<file path="src/rtl/diff_cascade.sv">
// diff_cascade: runtime-selectable k-th order lagged difference cascade; DIFF_CASCADE_SAT_EN enables output saturation
module diff_cascade #(
  parameter int DATA_WIDTH = 16,
  parameter int LAG = 1,
  parameter int ORDER_MAX = 3
) (
  input  logic                         clk,
  input  logic                         rst,
  input  logic                         in_valid,
  input  logic signed [DATA_WIDTH-1:0] data,
  input  logic [3:0]                   order,
  output logic                         out_valid,
  output logic signed [DATA_WIDTH-1:0] out,
  output logic                         ovf
);
  localparam int W = DATA_WIDTH + ORDER_MAX;
  logic signed [W-1:0] res [ORDER_MAX+1];
  logic vld [ORDER_MAX+1];
  logic [3:0] keff;
  logic signed [W-1:0] full;
  assign res[0] = W'(data);
  assign vld[0] = in_valid;
  for (genvar k = 0; k < ORDER_MAX; k++) begin : g_stage
    logic signed [W-1:0] r;
    logic v;
    logic signed [W-1:0] h [LAG];
    // one difference stage: history advances only on valid samples
    always_ff @(posedge clk or posedge rst)
      if (rst) begin
        r <= '0;
        v <= 1'b0;
        for (int i = 0; i < LAG; i++) h[i] <= '0;
      end else begin
        v <= vld[k];
        if (vld[k]) begin
          r <= res[k] - h[LAG-1];
          h[0] <= res[k];
          for (int i = 1; i < LAG; i++) h[i] <= h[i-1];
        end
      end
    assign res[k+1] = r;
    assign vld[k+1] = v;
  end
  // clamp requested order into 1..ORDER_MAX and select that stage
  always_comb begin
    keff = order == 4'd0 ? 4'd1 : order > 4'(ORDER_MAX) ? 4'(ORDER_MAX) : order;
    full = '0;
    out_valid = 1'b0;
    for (int i = 1; i <= ORDER_MAX; i++)
      if (keff == 4'(i)) begin
        full = res[i];
        out_valid = vld[i];
      end
  end
`ifdef DIFF_CASCADE_SAT_EN
  localparam logic signed [W-1:0] SMAX = {{(W-DATA_WIDTH+1){1'b0}}, {(DATA_WIDTH-1){1'b1}}};
  localparam logic signed [W-1:0] SMIN = {{(W-DATA_WIDTH+1){1'b1}}, {(DATA_WIDTH-1){1'b0}}};
  // clip full-precision result to the output range
  always_comb begin
    ovf = full > SMAX || full < SMIN;
    out = ovf ? (full[W-1] ? SMIN[DATA_WIDTH-1:0] : SMAX[DATA_WIDTH-1:0]) : full[DATA_WIDTH-1:0];
  end
`else
  logic unused_hi;
  assign unused_hi = ^full[W-1:DATA_WIDTH];
  assign out = full[DATA_WIDTH-1:0];
  assign ovf = 1'b0;
`endif
endmodule

</file>
<file path="config.mk">
export PLATFORM = sky130hd
export DESIGN_NAME = diff_cascade
export DESIGN_NICKNAME = d
export VERILOG_FILES = /design/src/rtl/diff_cascade.sv
export SDC_FILE = /design/constraint.sdc
export NUM_CORES = 1
export LEC_CHECK = 0
export ABC_AREA = 1
export BUFFER_PORTS_ARGS = -buffer_cell sky130_fd_sc_hd__buf_2
export CAP_MARGIN = 20
export CORE_MARGIN = 3
export CORE_UTILIZATION = 40
export DETAILED_ROUTE_END_ITERATION = 7
export GPL_ROUTABILITY_DRIVEN = 0
export PLACE_DENSITY = 0.61
export SLEW_MARGIN = 20
export SYNTH_ARGS = -nofsm -noshare
export SYNTH_HDL_FRONTEND = slang
export SYNTH_SLANG_ARGS = --single-unit
export TNS_END_PERCENT = 30
</file>
<file path="constraint.sdc">
create_clock -name clk -period 5.8 [get_ports clk]
set_input_delay 0.29 -clock clk [delete_from_list [all_inputs] [get_ports clk]]
set_output_delay 0.29 -clock clk [all_outputs]
set_load 0.02 [all_outputs]
</file>
After elaboration in Yosys (flattened, before gate mapping):

Index checks and enable logic that the tools add are counted.

* add/sub/neg operators: 3
* magnitude comparators: 1
* eq/ne operators: 3
* muxes and demuxes: 8
* reductions and logical operators: 1

Operators by type and width (count)
* $mux 16: 3
* $sub 16x16->16: 3
* $eq 4x2->1 const B: 2
* $mux 4: 2
* $eq 4x1->1 const B: 1
* $gt 4x2->1 const B: 1
* $logic_not 4->1: 1
* $mux 1: 3

* bits in registers: 99
* input port bits: 23
* output and inout bits: 18

Logic depth before layout (Yosys ltp):

* depth in word-level cells: 7
* gate-level depth with buffers: 13

Worst setup path after synthesis:

Ideal clock, no wire load.

* path kind: reg-to-reg
* start point: register g_stage[1].r[0]
* end point: register g_stage[2].r[12]
* setup time: 0.117 ns
* arrival: 1.522 ns
* data required time: 5.683 ns
* path slack: 4.160 ns
* stages on the path, launching flop included: 12
* path buffers: 0
* clock period less this slack: 1.640 ns
* path through: dfrtp_1 > inv_1 > ha_1 > fa_1 > inv_1 > nand3_1 > nand3_1 > nand3_1 > nand3_1 > nand2_1 > nand3_1 > nand2_1

* cells in the longest elaborated chain, start to end: 1

Ends and longest elaborated chain
* start, declared: line 24 `logic signed [W-1:0] r;`
* start signal, assigned: line 36 `r <= res[k] - h[LAG-1];`
* $sub 16x16->16: line 36
* end signal, assigned: line 36
* end, declared: line 24

No other way between the ends.
A chain may end at the register's enable or synchronous reset.

Worst setup path after layout:

* start point: register g_stage[1].v
* end point: output out_valid

* cells in the longest elaborated chain, start to end: 2

Ends and longest elaborated chain
* start, declared: line 25 `logic v;`
* start signal, assigned: line 34 `v <= vld[k];`
* $mux 1 (2 in a row): line 50 `if (keff == 4'(i)) begin`
* end, declared: line 12 `output logic out_valid,`

No other way between the ends.

==> results.txt <==
----------------------------------------------------
[Run status]
  Outcome ... completed

[Route]
  Wirelength per Cell ... ~12 microns
  Overall routed net length ... roughly 16,000 microns
  Final routed DRC violation total ... 0
  DR vias/cell ... 4.74
  Number of vias after detailed routing ... approximately 6,000
  Detailed Route Iter0 Violations ... 384
  Remaining number of nets flagged by the antenna check after routing ... 0
  Number of iterations in the first detailed-routing pass ... 5

[Floorplanning]
  Total Die Area ... 0.0188 sq mm
  Site Rows ... 47
  Overall die width ... 137 microns
  Initial standard-cell utilization of the core ... 41.2%
  Num ports ... a little over 40
  Area of the core ... around 0.017 sq mm
  Die outline height ... about 140 microns

[Clocking]
  Root Buffer Master ... sky130_fd_sc_hd__clkbuf_16
  Sink count of the clock tree ... 99
  Clock latency of the later-clocked register in the worst-skew pair ... 0.35 ns
  Cts hold-fix bufs ... 1
  Max Root-Sink Buffers ... 2
  Resized Gates After CTS ... 0
  TritonCTS clock tree ... done
  Clock transition time at the flip-flop clock pins of the worst setup and hold paths ... about 0.06 ns
  # H-tree levels ... 3
  TritonCTS Buffers ... 9
  Post-CTS Repair Setup Buffers ... 0

[Placement]
  Detail Placement HPWL ... 12,000 microns
  Place WS ... 3.59 ns
  Count of buffers from port buffering ... 39
  Count of placed standard cells including taps ... 1,258

[Power]
  Leakage power ... 4.28 nW
  Overall power consumption ... 0.00348 W
  Portion of total power attributed to combinational logic ... 51.4%
  Reported net switching power ... between 0.0015 and 0.002 W
  Cell internal pwr ... 0.00192 W
  Relative contribution of sequential cells to total power ... 30.3%
  Worst voltage drop across the vdd grid ... 0.194 mV
  Total power density per cell area ... 459 mW/mm^2
  Fraction of power spent switching nets ... 45.0%
  Share of total power in the clock network ... between 10% and 20%

[STA]
  Setup TNS Final ... 0 ns
  Final clock skew ... about 0.014 ns
  Highest Clock Rate ... 413 MHz
  Post-route setup slack ... 3.38 ns
  Max-slew headroom ... between 40 and 50%
  Final min period ... 2.42 ns
  Final-report setup violation count ... 0
  Number of max-slew violations in the final report ... 0
  Tcrit/Tclk final ... 41.7%
  Smallest hold slack ... 0.163 ns
  Transition time at the pin with the least slew margin ... 0.796 ns
  Number of failing hold endpoints at the final stage ... 0
  Setup repair after global routing missed its margin ... false

[Logic synthesis]
  Synth Warn # ... 0
  Share of synthesized area occupied by flip-flops and latches ... 36.0%
  Proportion of register bits with asynchronous set or reset after synthesis ... 100%
  Top FF cell, synth ... sky130_fd_sc_hd__dfrtp_1
  Net count after synthesis ... ~1,100
  Cell area after technology mapping ... 0.00688 sq mm
  Total of flip-flops plus latches after synthesis ... 99
  Post-synth EDFFs ... 0
  Syn_area_per_cell ... around 6.7 sq um
  Distinct cells, synth ... 30
  Cell count after synthesis ... 1,020

[Cells and area]
  Final cell count without fillers ... between 1,000 and 1,500
  NumNets Final ... 1,121
  Area grow syn2layout ... 10.3%
  Fillers ... 1,772
  Fraction of final layout cells with drive strength greater than 1 ... 9.00%
  # diodes ... 0

[Setup path]
  Reg-to-reg setup timing slack ... 3.91 ns
  Count of cells along the worst register-to-register path ... 11
  Required time at the worst-slack endpoint ... ~5.5 ns
  Critical setup path kind ... reg -> out
  Biggest fanout along the worst timing path ... 42
  Reg-to-reg startpoint ... g_stage[0].r[0]
  Reg2Reg Capture Point ... g_stage[1].r[12]
  Worst setup path endpoint ... out_valid
  CP Data Arrival Time ... 2.13 ns
  Beginning of the critical path ... g_stage[1].v
  Critical path capture point type ... output port
  Worst Setup Start Kind ... flip-flop

[GRT]
  Total GRT Usage ... 18.2%
  Met1 demand-to-capacity share in global routing ... 24.8%
  Number of antenna violations at the first check in global routing ... 0
  Most Crowded Layer GR ... met2
  Pin count of the biggest net entering global routing ... between 60 and 70
  Grt met3 use ... 2.94%
  Total grt overflow ... 0
  Global-route wire length before repair ... 27,700 microns
  Vias in the first global route ... 5,786
  Met2 layer usage reported by global route ... 30.4%

[Min path]
  Min-delay worst type ... in -> reg

[Flow run]
  Max Cap Violations ... 0

----------------------------------------------------
## area by class of cell
cell class / count / area (sq um) / share of cell area (%)
clock buffers: 13 / 270 / 3.56
clock inverters: 3 / 45.0 / 0.593
inverters: 187 / 704 / 9.28
multi-input cells: 710 / 3590 / 47.3
flip-flops and latches: 99 / 2480 / 32.6
well taps: 220 / 275 / 3.63
repair buffers: 43 / 228 / 3.00
## power by group through the flow
stage          sequential (W)  clock, W  combinational, W
2_1_floorplan         0.00101         0           0.00142
3_3_place_gp          0.00107         0           0.00177
3_5_place_dp          0.00106         0           0.00179
4_1_cts               0.00105  0.000657           0.00180
5_1_grt               0.00108  0.000680           0.00211
6_report              0.00105  0.000638           0.00179
## layer usage
| layer | part of all wire (%) | wire length [microns] |
|---|---|---|
| met5 | 0 | 0 |
| met4 | 1.2 | 188 |
| met1 | 48 | 7600 |
| met2 | 47 | 7350 |
| met3 | 3.4 | 530 |
## cell usage in the layout (no fill, tap or decap), types with 2 or more instances in the layout
| cell type | count |
|---|---|
| sky130_fd_sc_hd__nand3_2 | 6 |
| sky130_fd_sc_hd__clkinvlp_4 | 2 |
| sky130_fd_sc_hd__o21ai_1 | 6 |
| sky130_fd_sc_hd__clkbuf_16 | 9 |
| sky130_fd_sc_hd__xor2_1 | 3 |
| sky130_fd_sc_hd__nand3b_1 | 6 |
| sky130_fd_sc_hd__clkbuf_8 | 3 |
| sky130_fd_sc_hd__nand2_4 | 4 |
| sky130_fd_sc_hd__or2_1 | 6 |
| sky130_fd_sc_hd__nor3_1 | 9 |
| sky130_fd_sc_hd__inv_1 | 172 |
| sky130_fd_sc_hd__fa_1 | 3 |
| sky130_fd_sc_hd__o21ai_0 | 63 |
| sky130_fd_sc_hd__inv_2 | 14 |
| sky130_fd_sc_hd__buf_4 | 3 |
| sky130_fd_sc_hd__nand3_1 | 89 |
| sky130_fd_sc_hd__nand2_1 | 380 |
| sky130_fd_sc_hd__nand4_1 | 3 |
| sky130_fd_sc_hd__a21oi_2 | 2 |
| sky130_fd_sc_hd__nor2_1 | 35 |
| sky130_fd_sc_hd__ha_1 | 45 |
| sky130_fd_sc_hd__o221ai_1 | 5 |
| sky130_fd_sc_hd__dfrtp_1 | 99 |
| sky130_fd_sc_hd__buf_2 | 39 |
| sky130_fd_sc_hd__nand2_2 | 9 |
| sky130_fd_sc_hd__a21oi_1 | 21 |
| sky130_fd_sc_hd__xnor2_1 | 10 |
## sequential cells by signal, indices dropped and copies added (netlist names)
register,cells
g_stage.r,48
g_stage.v,3
g_stage.h,48
## cell usage after synthesis (2+ instances only)
| cell type | number | share of area (%) |
|---|---|---|
| sky130_fd_sc_hd__fa_1 | 3 | 0.87 |
| sky130_fd_sc_hd__a21oi_1 | 21 | 1.5 |
| sky130_fd_sc_hd__nand4_1 | 3 | 0.27 |
| sky130_fd_sc_hd__nand2_1 | 380 | 21 |
| sky130_fd_sc_hd__nand3_2 | 6 | 0.87 |
| sky130_fd_sc_hd__xnor2_1 | 10 | 1.3 |
| sky130_fd_sc_hd__o21ai_0 | 63 | 4.6 |
| sky130_fd_sc_hd__or2_1 | 6 | 0.55 |
| sky130_fd_sc_hd__inv_1 | 173 | 9.4 |
| sky130_fd_sc_hd__inv_2 | 14 | 0.76 |
| sky130_fd_sc_hd__nand3b_1 | 6 | 0.65 |
| sky130_fd_sc_hd__xor2_1 | 3 | 0.38 |
| sky130_fd_sc_hd__nand2_2 | 9 | 0.82 |
| sky130_fd_sc_hd__o21ai_1 | 6 | 0.44 |
| sky130_fd_sc_hd__nand2_4 | 4 | 0.65 |
| sky130_fd_sc_hd__nor2_1 | 35 | 1.9 |
| sky130_fd_sc_hd__clkbuf_1 | 15 | 0.82 |
| sky130_fd_sc_hd__o221ai_1 | 5 | 0.64 |
| sky130_fd_sc_hd__buf_4 | 3 | 0.33 |
| sky130_fd_sc_hd__nand3_1 | 89 | 6.5 |
| sky130_fd_sc_hd__dfrtp_1 | 99 | 36 |
| sky130_fd_sc_hd__ha_1 | 45 | 8.2 |
| sky130_fd_sc_hd__nor3_1 | 9 | 0.65 |
| sky130_fd_sc_hd__buf_2 | 6 | 0.44 |
| sky130_fd_sc_hd__a21oi_2 | 2 | 0.25 |
## worst min-delay path by stage
stage / startpoint / end / slack (ns) / cells past startpoint
after floorplan: in_valid / g_stage[0].v / 0.32 / 0
after global placement: rst / g_stage[0].h[1] / 0.37 / 2
final: data[7] / g_stage[0].h[7] / 0.16 / 3
after CTS: data[7] / g_stage[0].h[7] / 0.15 / 3
after detailed placement: rst / g_stage[0].r[0] / 0.37 / 2
after global routing: data[14] / g_stage[0].h[14] / 0.17 / 3
## worst max-delay path: stages (launching register included)
cell	delay, ns
sky130_fd_sc_hd__dfrtp_1	0.32
sky130_fd_sc_hd__buf_4	0.37
sky130_fd_sc_hd__inv_1	0.47
sky130_fd_sc_hd__o221ai_1	0.39
sky130_fd_sc_hd__buf_2	0.22
## cells by family (layout without fill, tap and decap cells)
| logic type | Yosys count | count (layout) | share of synthesized area, % |
|---|---|---|---|
| fa+ha+maj | 48 | 48 | 9.06 |
| other cells | 1 | 1 | 0.0545 |
| simple gates | 549 | 549 | 33.8 |
| flops | 99 | 99 | 36.0 |
| buf+inv | 211 | 246 | 11.8 |
| xor+xnor | 13 | 13 | 1.66 |
| compound gates | 99 | 99 | 7.66 |
## metrics by stage
stage                     utilization (%)  cell area, sq um
after floorplan                         -              6880
after global placement               43.5              7270
after detailed placement             43.5              7270
after CTS                            45.5              7590
after global routing                 45.5              7590
final                                45.5              7590
(Power assumes the default switching activity.)
